## src/rtl/uart_reg_cmd.sv

```systemverilog
// UART byte-stream command decoder.
// Writes/reads a 4-entry byte register bank, drives LEDs and an error count.
module uart_reg_cmd #(
  parameter int CLK_HZ        = 50000000,
  parameter int BIT_RATE      = 11520,
  parameter int TIMEOUT_BYTES = 4
) (
  input  logic        clk,
  input  logic        reset,
  input  logic        rx_valid,
  input  logic [7:0]  rx_data,
  output logic        rsp_valid,
  input  logic        rsp_ready,
  output logic [7:0]  rsp_data,
  output logic [31:0] regs,
  output logic [3:0]  wr_strobe,
  output logic [3:0]  led,
  output logic [7:0]  err_cnt,
  output logic        busy
);

  // one byte time is 10 bit times (start, 8 data, stop)
  localparam longint TO_L =
    (longint'(TIMEOUT_BYTES) * 64'sd10 * longint'(CLK_HZ))
    / longint'(BIT_RATE);
  localparam int TIMEOUT_CYC = int'(TO_L);
  localparam int CNT_W =
    (TIMEOUT_CYC > 2) ? $clog2(TIMEOUT_CYC) : 1;
  localparam logic [CNT_W-1:0] CNT_LAST =
    CNT_W'(TIMEOUT_CYC - 1);

  typedef enum logic {
    IDLE,
    WAIT_VAL
  } state_t;

  state_t           state;
  state_t           state_n;
  logic [CNT_W-1:0] cnt;
  logic [CNT_W-1:0] cnt_n;
  logic [1:0]       idx;
  logic [1:0]       idx_n;

  logic [3:0][7:0]  reg_q;
  logic [3:0]       wr_stb;
  logic [7:0]       err_q;
  logic             rsp_v;
  logic [7:0]       rsp_d;

  logic             is_nul;
  logic             is_wr;
  logic             is_rd;
  logic [1:0]       sel;

  logic             wr_en;
  logic             err_ev;
  logic             rd_req;
  logic             hs;
  logic             rsp_load;
  logic             rsp_drop;
  logic             err_inc;

  // byte classification; "A".."D" and "a".."d" share low bits 01,10,11,00
  always_comb begin
    is_nul = (rx_data == 8'h00);
    is_wr  = (rx_data >= 8'h41) && (rx_data <= 8'h44);
    is_rd  = (rx_data >= 8'h61) && (rx_data <= 8'h64);
    sel    = rx_data[1:0] - 2'd1;
  end

  // next-state, timeout and command decode
  always_comb begin
    state_n = state;
    cnt_n   = cnt;
    idx_n   = idx;
    wr_en   = 1'b0;
    err_ev  = 1'b0;
    rd_req  = 1'b0;
    unique case (state)
      IDLE: begin
        if (rx_valid) begin
          unique case (1'b1)
            is_wr: begin
              idx_n   = sel;
              cnt_n   = '0;
              state_n = WAIT_VAL;
            end
            is_rd:   rd_req = 1'b1;
            is_nul:  ;
            default: err_ev = 1'b1;
          endcase
        end
      end
      WAIT_VAL: begin
        if (rx_valid) begin
          state_n = IDLE;
          if (is_nul) begin
            err_ev = 1'b1;
          end else begin
            wr_en = 1'b1;
          end
        end else if (cnt == CNT_LAST) begin
          state_n = IDLE;
          err_ev  = 1'b1;
        end else begin
          cnt_n = cnt + CNT_W'(1);
        end
      end
      default: state_n = IDLE;
    endcase
  end

  // single-entry response slot: reload allowed on the handshake cycle
  always_comb begin
    hs       = rsp_v && rsp_ready;
    rsp_load = rd_req && (!rsp_v || hs);
    rsp_drop = rd_req && !rsp_load;
    err_inc  = err_ev || rsp_drop;
  end

  // state, timeout counter and pending write index
  always_ff @(posedge clk) begin
    if (reset) begin
      state <= IDLE;
      cnt   <= '0;
      idx   <= '0;
    end else begin
      state <= state_n;
      cnt   <= cnt_n;
      idx   <= idx_n;
    end
  end

  // register bank and one-cycle write strobes
  always_ff @(posedge clk) begin
    if (reset) begin
      reg_q  <= '0;
      wr_stb <= '0;
    end else begin
      wr_stb <= '0;
      if (wr_en) begin
        reg_q[idx] <= rx_data;
        wr_stb     <= 4'b0001 << idx;
      end
    end
  end

  // response holding register
  always_ff @(posedge clk) begin
    if (reset) begin
      rsp_v <= 1'b0;
      rsp_d <= '0;
    end else if (rsp_load) begin
      rsp_v <= 1'b1;
      rsp_d <= reg_q[sel];
    end else if (hs) begin
      rsp_v <= 1'b0;
    end
  end

  // saturating error counter
  always_ff @(posedge clk) begin
    if (reset) begin
      err_q <= '0;
    end else if (err_inc && (err_q != 8'hFF)) begin
      err_q <= err_q + 8'd1;
    end
  end

  // LEDs mirror bit 0 of each register
  always_comb begin
    for (int n = 0; n < 4; n++) begin
      led[n] = reg_q[n][0];
    end
  end

  assign regs      = reg_q;
  assign wr_strobe = wr_stb;
  assign err_cnt   = err_q;
  assign rsp_valid = rsp_v;
  assign rsp_data  = rsp_d;
  assign busy      = (state == WAIT_VAL);

endmodule

```

## config.mk

```make
export PLATFORM = sky130hd
export DESIGN_NAME = uart_reg_cmd
export DESIGN_NICKNAME = d
export VERILOG_FILES = /design/src/rtl/uart_reg_cmd.sv
export SDC_FILE = /design/constraint.sdc
export NUM_CORES = 1
export LEC_CHECK = 0
export CORE_MARGIN = 2
export CORE_UTILIZATION = 54
export CTS_BUF_LIST = sky130_fd_sc_hd__clkbuf_4
export DETAILED_ROUTE_END_ITERATION = 8
export HOLD_SLACK_MARGIN = 0.06
export PLACE_DENSITY = 0.9
export SETUP_SLACK_MARGIN = 0.3
export SLEW_MARGIN = 20
export SYNTH_ARGS = -nofsm -noshare
export SYNTH_HDL_FRONTEND = slang
export SYNTH_SLANG_ARGS = --single-unit
```

## constraint.sdc

```tcl
create_clock -name clk -period 4.3 [get_ports clk]
set_input_delay 1.075 -clock clk [delete_from_list [all_inputs] [get_ports clk]]
set_output_delay 1.075 -clock clk [all_outputs]
set_load 0.05 [all_outputs]
```

==> impl_results.md <==
* GPL Wtd Cong at 0.8316
* Biggest area consumer among synthesized cells: dfxtp_1
* Root buffer cell: clkbuf_4
* Predominant post-synthesis flop cell: dfxtp_1
* Met1 WL at 3498 um
* Min-delay src: err_cnt[1]
* Number of flops mapped to enable cells by yosys at 0
* Synth Instances at 374
* Synth cell types at 53
* Static leakage at 1.526 nW
* Sw frac at 0.2211
* Clock skew at 0.01081 ns
* Clk buf depth at 2
* Num Clock Sinks at 74
* Pwr Density at 295.4 nW/um2
* Drt first-iter violations at 153
* Fraction of layout cells with a size suffix above 1 at 0.1202
* Starting Density at 0.5614
* DPL Wire Length at 5753 um
* Ys async rst share at 0
* Vias post-DR at 2920
* Post-synthesis sequential area ratio at 0.4156
* Max-slew violations at 0
* Clock network fraction of total power at 0.415
* R2R Setup Slk at 1.63 ns
* Rel. slew slack at 0.3964
* Global-route wire length before repair at 13660 um
* Syn-to-layout area delta at 24.68%
* Routed Antenna Nets at 0
* Die Wd at 85.25 um
* Post-synth top cells: dfxtp_1 (74), nor2_1 (74), mux2i_1 (39)
* Clock latency at the later pin of the worst-skew pair at 0.43 ns
* Least-Margin Pin Slew at 0.8994 ns
* Mean routed wirelength per cell at 15.75 um
* DRC viols at 0
* Nets at 455
* Met3 routed WL at 384 um
* Switching power at 0.2902 mW
* End of the worst register-to-register path: cnt[17]
* Num CTS Buffers at 9
* Largest net degree at the start of global routing at 62
* Worst-path maximum fanout at 13
* Via-per-instance ratio at 5.637
* Worst R2R Path Depth at 9
* Met2 Routed Length at 4106 um
* Final WL at 8156 um
* Combinational share of power at 0.059
* Yosys top cell area share at 0.4156
* Global route overflow at 0
* Core ar. at 6350 um2
* Cell-internal power at 1.022 mW
* Sequential share of power at 0.526
* Worst Path Required at 4.64 ns
* Status: completed
* Postcts setup bufs at 0
* Clock transition at the registers of the reported paths at 0.11 ns
* Synth warnings at 0
* CTS resizes at 0
* TritonCTS clock tree: yes
* Crit start category: primary input
* Max Fclk at 301.8 MHz
* Hold Path Class: reg2reg
* Top post-synthesis cells by area: dfxtp_1 (42%), mux2i_1 (11%), nor2_1 (7.8%)
* Die height at 85.25 um
* FILL cells at 465
* Crit path DAT at 3.65 ns
* Post-Syn Area at 3565 um2
* Hold Path Sink: err_cnt[1]
* Vias in the first global route at 2813
* Pre-antenna DRT Iters at 4
* Top sig layer: met4
* Die ar. at 7268 um2
* Number of cells on the worst hold path at 2
* Mapped Avg Cell Area at 9.531 um2
* CTS H-Tree Depth at 3
* Seq cells post-synth at 74
* Boundary Pins at 70
* Row Count at 29
* Worst R2R Start: cnt[0]
* Max_cap viols at 0
* Final Hold Vio Count at 0
* Initial antenna violation count at 0
* # hold bufs at CTS at 0
* Total global routing track utilization at 0.2390
* CP Capture Type: register
* Fin util at 0.6999
* PortBufs at 69
* Final period util at 0.7704
* Syn nets at 393
* Max IR drop VDD at 0.0003298 V
* Setup-failing EPs final at 0
* Crit path kind: in2reg
* ANT cells at 0
* Setup TNS at 0 ns
* RSZ-0062 raised after global routing: false
* Clock period minus worst slack at 3.313 ns
per-stage QoR:
step           cells  total power [mW]  hold WS (ns)  area (um2)  setup WS [ns]
2_1_floorplan    374            0.7540        0.4841        3565         0.9266
3_3_place_gp     502            0.7801        0.4735        4259         0.6555
3_5_place_dp     502            0.7828        0.4860        4259         0.5575
4_1_cts          518             1.317        0.5158        4444         0.9991
5_1_grt          518             1.354        0.5463        4444         0.8242
6_report         518             1.313        0.5153        4444         0.9871
layout make-up:
| type | count | area [um2] | share of cell area |
|---|---|---|---|
| clock buffer | 11 | 82.58 | 0.01858 |
| clock inverter | 5 | 102.6 | 0.02309 |
| inverter | 12 | 45.04 | 0.01014 |
| multi-input combinational | 264 | 1906 | 0.4288 |
| sequential | 74 | 1481 | 0.3333 |
| tap | 77 | 96.34 | 0.02168 |
| timing repair buffer | 75 | 730.7 | 0.1644 |
cells in the final DEF, fill, tap and decap left out, types with 7 or more instances in the layout:
| cell | instances |
|---|---|
| nand2_1 | 20 |
| ha_1 | 7 |
| nor2_1 | 74 |
| mux2i_1 | 39 |
| dfxtp_1 | 74 |
| nor2b_1 | 10 |
| xnor2_1 | 13 |
| inv_1 | 12 |
| mux4_2 | 8 |
| clkbuf_4 | 11 |
| a21oi_1 | 12 |
| nand3_1 | 14 |
| clkdlybuf4s50_1 | 68 |
metal layers:
metal	vias up	track usage
li1	1413	-
met1	1404	0.2894
met2	87	0.4098
met3	16	0.06031
met4	0	0.08802
met5	-	0
kinds of logic after synthesis:
kind of cell | synth area share
XOR/XNOR | 0.03440
multiplexers | 0.1790
AO/OA/AOI/OAI | 0.09231
flip-flops | 0.4156
adder cells (fa/ha/maj) | 0.02457
AND/OR/NAND/NOR | 0.2043
buffers and inverters | 0.04984
power groups by stage:
stage                     combinational (mW)  sequential (mW)  clock [mW]
after global placement                0.0747            0.705           0
after floorplan                       0.0414            0.713           0
after detailed placement              0.0768            0.706           0
after global routing                  0.0837            0.691       0.579
final                                 0.0775            0.690       0.545
after CTS                             0.0773            0.690       0.549
worst max path at each step:
stage / from / endpoint / slack [ns] / depth (start not counted)
floorplan: rx_data[0] / err_cnt[5] / 0.93 / 9
global placement: rx_data[0] / err_cnt[5] / 0.66 / 10
detailed placement: rx_data[0] / cnt[17] / 0.56 / 10
CTS: rx_data[0] / cnt[17] / 1.0 / 10
global route: rx_data[0] / err_cnt[5] / 0.82 / 10
finish: rx_data[0] / cnt[10] / 0.99 / 10
critical path: stages:
cell	delay, ns
clkdlybuf4s50_1	0.47
buf_4	0.17
inv_1	0.09
ha_1	0.19
nor2b_1	0.14
o31ai_1	0.34
nand3_2	0.41
a2111oi_2	0.53
xnor2_1	0.18
nor2_1	0.05
sequential cells by signal, summed over array words and instances (netlist names):
name,count
idx,2
rsp_valid,1
busy,1
err_cnt,8
led,4
cnt,18
rsp_data,8
wr_strobe,4
regs,28
No activity file was read; power rests on OpenSTA's default activity.
